File: config.mk
export PLATFORM = sky130hd
export DESIGN_NAME = xnor_pop_sequencer_flat
export DESIGN_NICKNAME = d
export VERILOG_FILES = /design/src/rtl/xnor_pop_sequencer_pkg.sv /design/src/rtl/xnor_pop_sequencer_if.sv /design/src/rtl/xnor_pop_sequencer_bit_packer.sv /design/src/rtl/xnor_pop_sequencer.sv /design/src/flat_wrapper.sv
export SDC_FILE = /design/constraint.sdc
export NUM_CORES = 1
export LEC_CHECK = 0
export CAP_MARGIN = 20
export CORE_UTILIZATION = 55
export CTS_CLUSTER_SIZE = 40
export DETAILED_ROUTE_END_ITERATION = 16
export PLACE_DENSITY = 0.83
export SKIP_CTS_REPAIR_TIMING = 1
export SYNTH_ARGS = -nofsm -noshare
export SYNTH_HDL_FRONTEND = slang
export SYNTH_SLANG_ARGS = --single-unit
File: constraint.sdc
create_clock -name clk -period 6.1 [get_ports clk]
set_input_delay 1.22 -clock clk [delete_from_list [all_inputs] [get_ports clk]]
set_output_delay 1.22 -clock clk [all_outputs]
set_load 0.02 [all_outputs]
File: src/rtl/xnor_pop_sequencer_pkg.sv
// Shared definitions for the xnor_popcount control stage.
// Datapath latency lives here so timing changes land in one place.
package xnor_pop_sequencer_pkg;

  typedef enum logic [2:0] {
    S_IDLE,
    S_RUN,
    S_DRAIN,
    S_SAMPLE,
    S_EMIT,
    S_DONE
  } seq_state_e;

  localparam int DRAIN_CYCLES = 2;

  function automatic int clog2_min1(input int v);
    return (v > 1) ? $clog2(v) : 1;
  endfunction

endpackage

File: src/rtl/xnor_pop_sequencer_if.sv
// Memory/datapath control bus and packed result stream
// between the sequencer and its neighbours.
interface xnor_pop_sequencer_if #(
  parameter int K_CHUNKS  = 4,
  parameter int M_NEURONS = 32,
  parameter int PACK_W    = 16
);
  import xnor_pop_sequencer_pkg::*;

  localparam int AAW = clog2_min1(K_CHUNKS);
  localparam int WAW = clog2_min1(M_NEURONS * K_CHUNKS);
  localparam int TAW = clog2_min1(M_NEURONS);

  logic              rd_en;
  logic [AAW-1:0]    act_addr;
  logic [WAW-1:0]    wgt_addr;
  logic [TAW-1:0]    thr_addr;
  logic              acc_clr;
  logic              cmp_in;
  logic [PACK_W-1:0] out_data;
  logic              out_valid;
  logic              out_ready;
  logic              out_last;

  modport master (
    output rd_en, act_addr, wgt_addr, thr_addr, acc_clr,
    output out_data, out_valid, out_last,
    input  cmp_in, out_ready
  );

  modport slave (
    input  rd_en, act_addr, wgt_addr, thr_addr, acc_clr,
    input  out_data, out_valid, out_last,
    output cmp_in, out_ready
  );

endinterface

File: src/rtl/xnor_pop_sequencer_bit_packer.sv
// Packs threshold bits into PACK_W-bit words and holds each
// finished word on a registered valid/ready output stage.
module xnor_pop_bit_packer
  import xnor_pop_sequencer_pkg::*;
#(
  parameter int PACK_W = 16
) (
  input  logic              clk,
  input  logic              rstn,
  input  logic              cap_i,
  input  logic              bit_i,
  input  logic              emit_i,
  input  logic              last_i,
  input  logic              out_ready_i,
  output logic              full_o,
  output logic              fire_o,
  output logic [PACK_W-1:0] out_data_o,
  output logic              out_valid_o,
  output logic              out_last_o
);

  localparam int IW = clog2_min1(PACK_W);
  localparam logic [IW-1:0] IDX_LAST = IW'(PACK_W - 1);

  logic [PACK_W-1:0] pack_q, pack_d;
  logic [IW-1:0]     idx_q, idx_d;
  logic [PACK_W-1:0] data_q, data_d;
  logic              valid_q, valid_d;
  logic              last_q, last_d;

  assign full_o      = (idx_q == IDX_LAST);
  assign fire_o      = valid_q & out_ready_i;
  assign out_data_o  = data_q;
  assign out_valid_o = valid_q;
  assign out_last_o  = last_q;

  // Insert captured bit, latch a finished word, release on handshake.
  always_comb begin
    pack_d  = pack_q;
    idx_d   = idx_q;
    data_d  = data_q;
    valid_d = valid_q;
    last_d  = last_q;
    if (cap_i) begin
      pack_d = pack_q | (PACK_W'(bit_i) << idx_q);
      if (idx_q != IDX_LAST) begin
        idx_d = idx_q + 1'b1;
      end
    end
    if (emit_i) begin
      valid_d = 1'b1;
      last_d  = last_i;
      data_d  = pack_d;
    end
    if (fire_o) begin
      valid_d = 1'b0;
      pack_d  = '0;
      idx_d   = '0;
    end
  end

  // Packer state with synchronous active-low reset.
  always_ff @(posedge clk) begin
    if (!rstn) begin
      pack_q  <= '0;
      idx_q   <= '0;
      data_q  <= '0;
      valid_q <= 1'b0;
      last_q  <= 1'b0;
    end else begin
      pack_q  <= pack_d;
      idx_q   <= idx_d;
      data_q  <= data_d;
      valid_q <= valid_d;
      last_q  <= last_d;
    end
  end

endmodule

File: src/rtl/xnor_pop_sequencer.sv
// Walks K weight/activation chunks per neuron, times the
// accumulator clear and packs threshold results into words.
module xnor_pop_sequencer
  import xnor_pop_sequencer_pkg::*;
#(
  parameter int K_CHUNKS  = 4,
  parameter int M_NEURONS = 32,
  parameter int PACK_W    = 16
) (
  input  logic clk,
  input  logic rstn,
  input  logic start,
  output logic busy,
  output logic done,
  xnor_pop_sequencer_if.master bus
);

  localparam int AAW = clog2_min1(K_CHUNKS);
  localparam int WAW = clog2_min1(M_NEURONS * K_CHUNKS);
  localparam int TAW = clog2_min1(M_NEURONS);
  localparam int DCW = clog2_min1(DRAIN_CYCLES);

  localparam logic [TAW-1:0] J_LAST = TAW'(M_NEURONS - 1);
  localparam logic [AAW-1:0] K_LAST = AAW'(K_CHUNKS - 1);
  localparam logic [DCW-1:0] D_LAST = DCW'(DRAIN_CYCLES - 1);

  seq_state_e     state_q, state_d;
  logic [TAW-1:0] j_q, j_d;
  logic [AAW-1:0] k_q, k_d;
  logic [DCW-1:0] dc_q, dc_d;

  logic           busy_q, busy_d;
  logic           done_q, done_d;
  logic           rd_en_q, rd_en_d;
  logic           acc_clr_q, acc_clr_d;
  logic [AAW-1:0] act_addr_q, act_addr_d;
  logic [WAW-1:0] wgt_addr_q, wgt_addr_d;
  logic [TAW-1:0] thr_addr_q, thr_addr_d;

  logic           cap;
  logic           emit;
  logic           fire;
  logic           word_full;
  logic           j_last;

  assign j_last = (j_q == J_LAST);

  assign busy         = busy_q;
  assign done         = done_q;
  assign bus.rd_en    = rd_en_q;
  assign bus.acc_clr  = acc_clr_q;
  assign bus.act_addr = act_addr_q;
  assign bus.wgt_addr = wgt_addr_q;
  assign bus.thr_addr = thr_addr_q;

  xnor_pop_bit_packer #(
    .PACK_W (PACK_W)
  ) u_packer (
    .clk         (clk),
    .rstn        (rstn),
    .cap_i       (cap),
    .bit_i       (bus.cmp_in),
    .emit_i      (emit),
    .last_i      (j_last),
    .out_ready_i (bus.out_ready),
    .full_o      (word_full),
    .fire_o      (fire),
    .out_data_o  (bus.out_data),
    .out_valid_o (bus.out_valid),
    .out_last_o  (bus.out_last)
  );

  // Next state and neuron/chunk/drain counters.
  always_comb begin
    state_d = state_q;
    j_d     = j_q;
    k_d     = k_q;
    dc_d    = dc_q;
    cap     = 1'b0;
    emit    = 1'b0;
    unique case (state_q)
      S_IDLE: begin
        if (start) begin
          state_d = S_RUN;
          j_d     = '0;
          k_d     = '0;
        end
      end
      S_RUN: begin
        if (k_q == K_LAST) begin
          state_d = S_DRAIN;
          dc_d    = '0;
        end else begin
          k_d = k_q + 1'b1;
        end
      end
      S_DRAIN: begin
        if (dc_q == D_LAST) begin
          state_d = S_SAMPLE;
        end else begin
          dc_d = dc_q + 1'b1;
        end
      end
      S_SAMPLE: begin
        cap = 1'b1;
        if (word_full || j_last) begin
          emit    = 1'b1;
          state_d = S_EMIT;
        end else begin
          j_d     = j_q + 1'b1;
          k_d     = '0;
          state_d = S_RUN;
        end
      end
      S_EMIT: begin
        if (fire) begin
          if (j_last) begin
            state_d = S_DONE;
          end else begin
            j_d     = j_q + 1'b1;
            k_d     = '0;
            state_d = S_RUN;
          end
        end
      end
      S_DONE: begin
        state_d = S_IDLE;
        j_d     = '0;
        k_d     = '0;
      end
      default: begin
        state_d = S_IDLE;
      end
    endcase
  end

  // Output values decoded from the upcoming state.
  always_comb begin
    rd_en_d    = (state_d == S_RUN);
    acc_clr_d  = (state_d == S_RUN) && (k_d == '0);
    busy_d     = (state_d != S_IDLE) && (state_d != S_DONE);
    done_d     = (state_d == S_DONE);
    act_addr_d = k_d;
    thr_addr_d = j_d;
    wgt_addr_d = WAW'(j_d) * WAW'(K_CHUNKS) + WAW'(k_d);
  end

  // State, counters and registered outputs.
  always_ff @(posedge clk) begin
    if (!rstn) begin
      state_q    <= S_IDLE;
      j_q        <= '0;
      k_q        <= '0;
      dc_q       <= '0;
      busy_q     <= 1'b0;
      done_q     <= 1'b0;
      rd_en_q    <= 1'b0;
      acc_clr_q  <= 1'b0;
      act_addr_q <= '0;
      wgt_addr_q <= '0;
      thr_addr_q <= '0;
    end else begin
      state_q    <= state_d;
      j_q        <= j_d;
      k_q        <= k_d;
      dc_q       <= dc_d;
      busy_q     <= busy_d;
      done_q     <= done_d;
      rd_en_q    <= rd_en_d;
      acc_clr_q  <= acc_clr_d;
      act_addr_q <= act_addr_d;
      wgt_addr_q <= wgt_addr_d;
      thr_addr_q <= thr_addr_d;
    end
  end

endmodule

File: src/flat_wrapper.sv
// flat-port wrapper written by rule: the top's interface ports become plain ports
module xnor_pop_sequencer_flat import xnor_pop_sequencer_pkg::*;
#(
  parameter int K_CHUNKS  = 4,
  parameter int M_NEURONS = 32,
  parameter int PACK_W    = 16
)
  (clk, rstn, start, busy, done, bus_rd_en, bus_act_addr, bus_wgt_addr, bus_thr_addr, bus_acc_clr, bus_out_data, bus_out_valid, bus_out_last, bus_cmp_in, bus_out_ready);
  xnor_pop_sequencer_if #(.K_CHUNKS(K_CHUNKS), .M_NEURONS(M_NEURONS), .PACK_W(PACK_W)) bus_i ();
  input  logic clk;
  input  logic rstn;
  input  logic start;
  output logic busy;
  output logic done;
  output wire logic [$bits(bus_i.rd_en)-1:0] bus_rd_en;
  output wire logic [$bits(bus_i.act_addr)-1:0] bus_act_addr;
  output wire logic [$bits(bus_i.wgt_addr)-1:0] bus_wgt_addr;
  output wire logic [$bits(bus_i.thr_addr)-1:0] bus_thr_addr;
  output wire logic [$bits(bus_i.acc_clr)-1:0] bus_acc_clr;
  output wire logic [$bits(bus_i.out_data)-1:0] bus_out_data;
  output wire logic [$bits(bus_i.out_valid)-1:0] bus_out_valid;
  output wire logic [$bits(bus_i.out_last)-1:0] bus_out_last;
  input wire logic [$bits(bus_i.cmp_in)-1:0] bus_cmp_in;
  input wire logic [$bits(bus_i.out_ready)-1:0] bus_out_ready;
  assign bus_rd_en = bus_i.rd_en;
  assign bus_act_addr = bus_i.act_addr;
  assign bus_wgt_addr = bus_i.wgt_addr;
  assign bus_thr_addr = bus_i.thr_addr;
  assign bus_acc_clr = bus_i.acc_clr;
  assign bus_out_data = bus_i.out_data;
  assign bus_out_valid = bus_i.out_valid;
  assign bus_out_last = bus_i.out_last;
  assign bus_i.cmp_in = bus_cmp_in;
  assign bus_i.out_ready = bus_out_ready;
  xnor_pop_sequencer #(.K_CHUNKS(K_CHUNKS), .M_NEURONS(M_NEURONS), .PACK_W(PACK_W)) u_core (.clk(clk), .rstn(rstn), .start(start), .busy(busy), .done(done), .bus(bus_i));
endmodule
# Word level (Yosys, flattened, before mapping)
# Cells that the tools add are included.
# totals
regBits	60
output_inout_bits	36
inputBits	5
elab_cells	71
# classes
addsub	5
n_eq_ne	13
shifts	1
mux	25
bitwise_logic	3
reduce_logical	10
# ops
cell	count
$mux 5	4
$pmux 5 s4	1
$mux 3	6
$mux 16	1
$or 16x16->16	1
$shl 1x4->16	1
$pmux 3 s5	1
$mux 2	5
$pmux 2 s5	1
$eq 3x3->1 const B	3
$add 7x2->7	1
$eq 3x1->1 const B	2
$eq 3x2->1 const B	2
$add 5x1->5 const B	1
$eq 5x5->1 const B	1
$mux 1	5
$add 4x1->4 const B	1
$eq 4x4->1 const B	1
$ne 4x4->1 const B	1
$reduce_and 2->1	2
$logic_not 3->1	1
$ne 3x3->1 const B	1
$reduce_bool 3->1	1
$add 2x1->2 const B	1
other kinds (11)	12

# Depth between registers and ports, before layout
# Gate-level depths: netlist (run 1).
# depth
depth_word	6
ltp_mapped	9
ltp_nobuf	7

# Modules after synthesis
# A second synthesis (run 1) with hierarchy kept.
# hier_totals
hier_cells	271
area_unflattened_um2	2531.2
# modules_own_cells
mod	instances	area_each_um2	seq_area_each_um2	cells_per_inst
xnor_pop_bit_packer	1	1547.7	760.7	156
xnor_pop_sequencer	1	983.4	300.3	115

# Least setup slack after synthesis (run 1)
# No wires, ideal clock.
# synth_path
kind	in2reg
from	in bus_out_ready
to	reg u_core.acc_clr_q (netlist: u_core.bus.acc_clr)
arrival_ps	2178
stages	4
n_path_buf	0
setup_time_ps	88
path_slack_ps	3834
required_time_ps	6012
path_cell_list	nand2_1 > o211a_1 > or4b_1 > nor4_2
# synth_between
elab_chain_cells	5
word_cells_on_any_way	8
classes_between	eq/ne (1); mux (4); bitwise (1); reduce/logical (2)
# synth_rtl
element	line	rtl
from (decl)	flat_wrapper.sv:24	input wire logic [$bits(bus_i.out_ready)-1:0] bus_out_ready;
$and 1x1->1 (*)	xnor_pop_sequencer_bit_packer.sv:32	assign fire_o = valid_q & out_ready_i;
$mux 3 / $mux 2 (equally long branches)	xnor_pop_sequencer.sv:116	if (fire) begin
$pmux 3 s5 / $pmux 2 s5 (equally long branches)	xnor_pop_sequencer.sv:81	unique case (state_q)
$eq 3x1->1 / $logic_not 2->1 (equally long branches)	xnor_pop_sequencer.sv:140	acc_clr_d = (state_d == S_RUN) && (k_d == '0);
$logic_and 1x1->1 (*)	xnor_pop_sequencer.sv:140	
to (signal assigned)	xnor_pop_sequencer.sv:170	acc_clr_q <= acc_clr_d;
to (decl)	xnor_pop_sequencer.sv:35	logic acc_clr_q, acc_clr_d;
# Mark *: on every way between the ends. The rest lies on a longest branch, timed or not.
# A chain may end at the register's enable or synchronous reset.

# Worst setup path in the final report (run 1)
# layout_path
from	in rstn
to	reg u_core.u_packer.idx_q[3]
# layout_between
elab_chain_cells	2
# layout_rtl
element	line	rtl
from (decl)	flat_wrapper.sv:11	input logic rstn;
$not 1->1 (no line)	-	
$reduce_or 2->1 (no line)	-	
to (signal assigned)	xnor_pop_sequencer_bit_packer.sv:72	idx_q <= idx_d;
to (decl)	xnor_pop_sequencer_bit_packer.sv:26	logic [IW-1:0] idx_q, idx_d;
# No other way between the ends.

==> results, run 1 <==
- The flow ran to the end, and the final reports show no timing, DRC or antenna violations.
- The final-report hold violation count is 0.
- The highest layer touched by signal routing is met4.
- The count of nets left with antenna violations after detail routing is 0.
- The post-route clock skew is 0.0108 ns.
- The detailed router finished its first iteration with 107 violations.
- The number of detailed-routing iterations run before antenna repair is 4.
- The type of element launching the critical path is an input port.
- The internal power is 0.446 mW.
- Static timing analysis puts the maximum clock frequency at 352 MHz.
- The vias after detailed routing is 1904.
- The final routed DRC violation total is 0.
- For this run, asynchronously set or reset flops after synthesis account for 0%.
- After synthesis the netlist holds a flip-flop and latch count of 53.
- Setup repair after global routing left no endpoint under its margin.
- The startpoint-to-endpoint class of the critical path is in -> reg.
- Among all stages on the critical path, the largest delay is contributed by clkdlybuf4s50_1.
- The number of antenna diodes in the final layout is 0.
- Hold timing on the final database bottoms out at a slack of 0.460 ns.
- After clock tree synthesis, the clock-pin slew on the worst setup and hold paths is 0.10 ns.
- The full die area is 0.00452 mm².
- The via count of the first global-routing pass is 1746.
- The tightest min-delay check is of the reg -> reg type.
- The data arrival at the endpoint of the critical path is 3.06 ns.
- Clock tree synthesis found a total of 53 sinks.
- The critical path data required time is 6.32 ns.
- The layout cell share with drive strength beyond 1 is 7.86%.
- The average via count per standard cell is 5.77.
- The core region is 0.00403 mm².
- At the end of the flow, the number of nets in the layout was 289.
- In this run the power density over the cells is 211 mW/mm².
- Together, buffers and inverters on the worst path number 1.
- Setup violations remaining at the end of the flow were counted as 0.
- The number of clock buffers added by TritonCTS is 5.
- The number of filler cells placed in the layout is 350.
- The net switching power figure is 0.136 mW.
- The remaining global-route overflow is 0.
- The reported max-cap violation count is 0.
- Detailed routing placed a total of 176 µm of wire on met3.
- Leaving out fill and tap cells, the most frequent cell in the layout is dfxtp_1.
- The pin slew with the least headroom to its limit is 0.721 ns.
- The congestion estimate from routability-driven global placement came to 0.854.
- Dividing the synthesized area by the synthesized cell count gives 9.21 µm².
- The number of nets in the synthesized netlist is 264.
- The worst IR drop on VDD is 0.000178 V.
- The logic gate share of total power is 6.3%.
- Clock tree synthesis selected as its root buffer the cell clkbuf_8.
- The portion of total power attributed to the clock network is 33.2%.
- The top cell types in the final layout, fill and taps aside, are dfxtp_1 (53), clkdlybuf4s50_1 (40), nor2_1 (28).
- The clock tree synthesis step divided the H-tree into 2 levels.
- The total negative setup slack is 0 ns.
- The number of flops mapped to enable cells by yosys is 0.
- Summing all multi-input logic gate instances after layout gives 0.00112 mm².
- The pin count of the biggest net entering global routing is 39.
- The floorplan has 23 rows.
- Sequential elements use 45.4% of the synthesized area.
- The wire length on met2 is 2270 µm.
- The storage element area is 0.00106 mm².
- The average wire per cell in the routed design is 14.3 µm.
- The number of port buffers is 40.
- The gate count after technology mapping is 254.
- The aggregate global-route resource usage is 23.9%.
- The capturing element type of the critical path is a flip-flop.
- From left edge to right edge, the die measures 67.2 µm.
- The overall power of the completed layout is 0.582 mW.
- The number of pins exceeding their max-slew limit in the final report is 0.
- The clock network latency to the later pin of the worst-skew pair is 0.31 ns.
- The reported leakage power is 1.05 nW.
- The first-pass GRT wire length is 8090 µm.
- The height of the die is 67.2 µm.
- The length of routed wiring on met1 is 2190 µm.
- In this run, distinct cell masters in the synthesized netlist total 53.
- During I/O placement, the number of pins put on the boundary was 41.
- The worst path needs 2.84 ns of the cycle, external delays included.
- The starting density of the core is 58.0%.
- The relative area change from synthesis to final layout is 18.1%.
- The largest single stage delay on the critical path is 0.90 ns.
- The period utilization is 46.5%.
- The number of antenna violations at the first check in global routing was 0.
- The part of the total power dissipated in sequential elements is 60.5%.
- The count of yosys warnings during synthesis is 0.
- Summed over all nets, the half-perimeter wirelength after detailed placement is 3270 µm.
- The prevailing post-synth register cell is dfxtp_1.
- The synthesized area is 0.00234 mm².
- The final layout contains routed wiring with a total length of 4710 µm.
- The category of cells accounting for the largest share of critical-path delay is buffers and inverters.
- The final cell utilization of the core is 68.5%.
- The highest fanout seen on the critical path is 22.
- The switching share of power is 23.3%.
- TritonCTS built the clock tree.
- The critical path goes through clkdlybuf4s50_1 -> nand2_1 -> a211oi_1.
- The worst relative slew slack is 51.9%.
- The number of buffers on the longest clock path is 2.
-- metal layers --
metal	vias up	global-route usage, %
met4	0	10.6
met5	-	0
met3	6	4.05
met2	44	40.8
met1	895	29.3
li1	959	-
-- cell type report --
type,instances,share of cell area [%]
inverter,5,0.680
multi-input combinational,173,40.7
clock inverter,2,0.544
tap,50,2.27
clock buffer,6,2.63
timing repair buffer,41,14.8
sequential,53,38.4
-- Yosys cell counts, types with 2 or more instances --
master	n	share of area, %
o21ai_0	22	4.7
a211o_1	2	0.75
inv_1	5	0.80
clkbuf_1	6	0.96
nand4b_1	3	1.1
buf_2	5	1.1
nand3_1	4	0.86
nand2b_1	5	1.3
nor3_1	5	1.1
nand2_1	7	1.1
a21oi_1	23	4.9
nor2_1	28	4.5
and3_1	2	0.53
a22o_1	2	0.75
xor2_1	2	0.75
a31oi_1	19	5.1
a211oi_1	2	0.64
buf_4	10	3.2
ha_1	5	2.7
and2_1	5	1.3
dfxtp_1	53	45
a2bb2oi_1	2	0.75
nor2b_1	6	1.6
xnor2_1	2	0.75
-- flip-flops by register name (all words and copies together), names as in the netlist, named ones only --
register / count
u_core.done: 1
u_core.u_packer.idx_q: 4
u_core.u_packer.out_valid_o: 1
u_core.bus.wgt_addr: 2
u_core.u_packer.pack_q: 16
u_core.u_packer.out_last_o: 1
u_core.busy: 1
u_core.state_q: 3
u_core.u_packer.out_data_o: 16
u_core.bus.rd_en: 1
u_core.bus.acc_clr: 1
u_core.dc_q: 1
-- stage by stage --
step	instances	area (µm²)	worst slack, ns
final	330	2760	3.26
after global routing	330	2760	2.98
after CTS	330	2760	3.22
after detailed placement	322	2670	2.87
after global placement	322	2670	2.90
after floorplan	254	2340	3.83
-- worst paths after layout --
kind	startpoint	to	slack (ns)	cells past startpoint
worst min-delay path	u_core.u_packer.pack_q[1]$_SDFF_PP0_	u_core.u_packer.pack_q[1]$_SDFF_PP0_	0.46	2
worst min register to register	u_core.u_packer.pack_q[1]$_SDFF_PP0_	u_core.u_packer.pack_q[1]$_SDFF_PP0_	0.46	2
worst max register to register	flip-flop	u_core.bus.acc_clr$_SDFF_PN0_	3.78	8
worst max-delay path	rstn	u_core.u_packer.idx_q[3]$_SDFFE_PP0P_	3.26	3
-- power by group through the flow --
stage | Sequential (mW) | Clock (mW) | Combinational, mW
after floorplan | 0.362 | 0 | 0.0238
after global placement | 0.360 | 0 | 0.0358
after detailed placement | 0.361 | 0 | 0.0366
after CTS | 0.353 | 0.197 | 0.0368
after global routing | 0.353 | 0.213 | 0.0393
final | 0.353 | 0.193 | 0.0366
-- worst min-delay path: cells and delay by family (launching register included) --
family,cells,cell delay (ns)
AO/OA/AOI/OAI,1,0.05
flip-flops,1,0.32
AND/OR/NAND/NOR,1,0.07
-- logic make-up after synthesis --
kind of cell    after synthesis  synth area share (%)
compound gates               85                  23.7
xor+xnor                      5                  2.19
fa+ha+maj                     5                  2.68
buf+inv                      28                  6.74
flops                        53                  45.4
mux                           2                 0.910
simple gates                 76                  18.4
Power figures use the tool's default switching activity.
==> run 2, diff against run 1 <==
Settings changed: CORE_UTILIZATION 55 to 47, PLACE_DENSITY 0.83 to 0.75.
Clock period 6.1 ns to 2.5 ns, I/O delays scaled along.
==> run 2 against run 1 <==
Setup slack lost 2.9 ns. Clock-buffer cell count is 1 lower. Register-to-register slack worse by 3.4 ns. Final cell count rose by 5.8%. Clock skew fell by 0.0046 ns. First-iteration DRC count grew 24%. Sequential cell count unchanged. Total power increased by 140%. Critical endpoint is now u_core.bus.acc_clr$_SDFF_PN0_. Largest cell class unchanged. Largest power group unchanged.
==> results, run 2 (same netlist as run 1, synthesis figures left out) <==
- The average wire per cell in the routed design is 13.7 µm.
- The area growth from synthesis to layout is 19.9%.
- The cell row count is 25.
- The die covers 0.00526 mm².
- The number of pins exceeding their max-slew limit in the final report is 0.
- The capturing element type of the critical path is a flip-flop.
- The data arrival at the endpoint of the critical path is 2.33 ns.
- The slack of the critical path is 0.390 ns.
- In this run, the number of DRC markers left after iteration 0 of detailed routing was 133.
- The total negative setup slack is 0 ns.
- The overall power of the completed layout is 1.42 mW.
- The worst hold path belongs to the class reg -> reg.
- Across the VDD grid, the largest voltage drop is 0.000394 V.
- The number of antenna violations at the first check in global routing is 0.
- The via count of the first global-routing pass is 1791.
- The number of buffers on the longest clock path is 2.
- The total instance count after detailed placement is 342.
- The worst register-to-register path has a depth of 7.
- 0 antenna diodes ended up in the layout.
- The flow ran to the end, and the final reports show no timing, DRC or antenna violations.
- From bottom edge to top edge, the die measures 72.5 µm.
- The highest fanout seen on the critical path is 5.
- For this run, the total global-route usage over all layers was measured as 19.4%.
- 41 I/O pins were placed.
- At the worst endpoint, the required time is 2.73 ns.
- The count of buffers added on input and output ports is 40.
- The count of nets left with antenna violations after detail routing is 0.
- The number of detailed-routing iterations run before antenna repair is 4.
- The net count of the finished layout is 292.
- The cell sitting at the root of the clock tree is a clkbuf_8.
- For the pin with the worst max-slew slack, the measured transition is 0.712 ns.
- The type of element launching the critical path is a flip-flop.
- The layout cell share with drive strength beyond 1 is 8.87%.
- The endpoint identified for the worst register-to-register timing path is u_core.bus.acc_clr$_SDFF_PN0_.
- The TritonCTS clock tree is done.
- For this run, the top clock speed supported by timing is 474 MHz.
- The finished layout holds 349 standard cells, fillers aside.
- Setup violations remaining at the end of the flow were counted as 0.
- The worst relative slew slack is 52.5%.
- The final-report hold violation count came to 0.
- The congestion estimate from routability-driven global placement came to 0.786.
- On the final layout, the worst hold slack is 0.465 ns.
- The smallest clock period supported by the final layout is computed as 2.11 ns.
- The reported leakage power is 1.07 nW.
- The capture point of the critical path is u_core.bus.acc_clr$_SDFF_PN0_.
- The worst register-to-register path has a setup slack of 0.39 ns.
- Leaving out fill and tap cells, the most frequent cell in the layout is dfxtp_1.
- The first global-routing pass estimated 8060 µm of wire.
- After legalization and detailed placement, the total HPWL measured 3360 µm.
- The worst setup path is of the reg -> reg kind.
- The final routed DRC violation total is 0.
- The startpoint identified for the worst hold timing path is u_core.u_packer.pack_q[6]$_SDFF_PP0_.
- Measured on the finished design, the core utilization comes to 58.9%.
- The remaining global-route overflow is 0.
- The clock slew seen by the registers of the worst setup and hold paths is 0.09 ns.
- The tree built by TritonCTS fans out to 53 sinks.
- The starting density of the core is 49.2%.
- The clock network latency to the later pin of the worst-skew pair is 0.31 ns.
- Entering global routing, the biggest net connects 22 pins.
- The routed layout has 1919 vias.
- The number of filler cells placed in the layout is 433.
- The floorplan core area is 0.00475 mm².
- The period utilization is 84.4%.
- For the final database, setup skew stands at 0.00620 ns.
- The placed instances occupy a cell area of 0.00272 mm².
- In this run the number of H-tree levels came out at 2.
- In this run the power density over the cells is 508 mW/mm².
- The routed design has 4790 µm of wire.
- The horizontal die dimension is 72.5 µm.
- Before CTS, the worst setup slack after placement is 0.368 ns.
- Leaving out fill and tap cells, the most frequent cells in the layout are dfxtp_1 (53), clkdlybuf4s50_1 (40), nor2_1 (28).
- The average via count per standard cell is 5.50.
- With fillers left out, the area of the finished cells amounts to 0.00280 mm².
- Setup repair after global routing left no endpoint under its margin.
- The number of CTS-inserted buffers is 5.
- Max-cap violations in this run came to 0.
[run 2: layout make-up]
cell class	instances	area (µm²)	area share, %
Sequential cell	53	1060	37.9
Clock inverter	2	16.3	0.580
Inverter	5	18.8	0.670
Timing Repair Buffer	44	430	15.4
Multi-Input combinational cell	173	1120	40.1
Clock buffer	5	68.8	2.46
Tap cell	67	83.8	2.99
[run 2: worst min path at each step]
stage	endpoint	slack (ns)	cells after the start
floorplan	u_core.u_packer.pack_q[0]$_SDFF_PP0_	0.42	2
global placement	u_core.u_packer.pack_q[13]$_SDFF_PP0_	0.43	2
detailed placement	u_core.u_packer.pack_q[4]$_SDFF_PP0_	0.44	2
CTS	u_core.u_packer.pack_q[6]$_SDFF_PP0_	0.47	2
global route	u_core.u_packer.pack_q[8]$_SDFF_PP0_	0.49	2
finish	u_core.u_packer.pack_q[6]$_SDFF_PP0_	0.46	2
[run 2: metal layers]
metal / vias to the layer above / wire (µm) / global-route usage [%]
met1: 913 / 2260 / 25.2
li1: 967 / - / -
met5: - / 0 / 0
met4: 0 / 8 / 4.58
met2: 37 / 2340 / 32.6
met3: 2 / 179 / 4.72
[run 2: power by group]
group | internal (mW) | switching, mW
Clock | 0.193 | 0.276
Combinational | 0.0431 | 0.0498
Sequential | 0.851 | 0.0100
[run 2: worst max-delay path, stage by stage, from the launching register on]
cell and delay [ns]:
dfxtp_1 0.36, ha_1 0.24, and3_1 0.22, ha_1 0.25, nand4b_1 0.17, o21ai_2 0.11
or4b_1 0.55, nor4_2 0.13
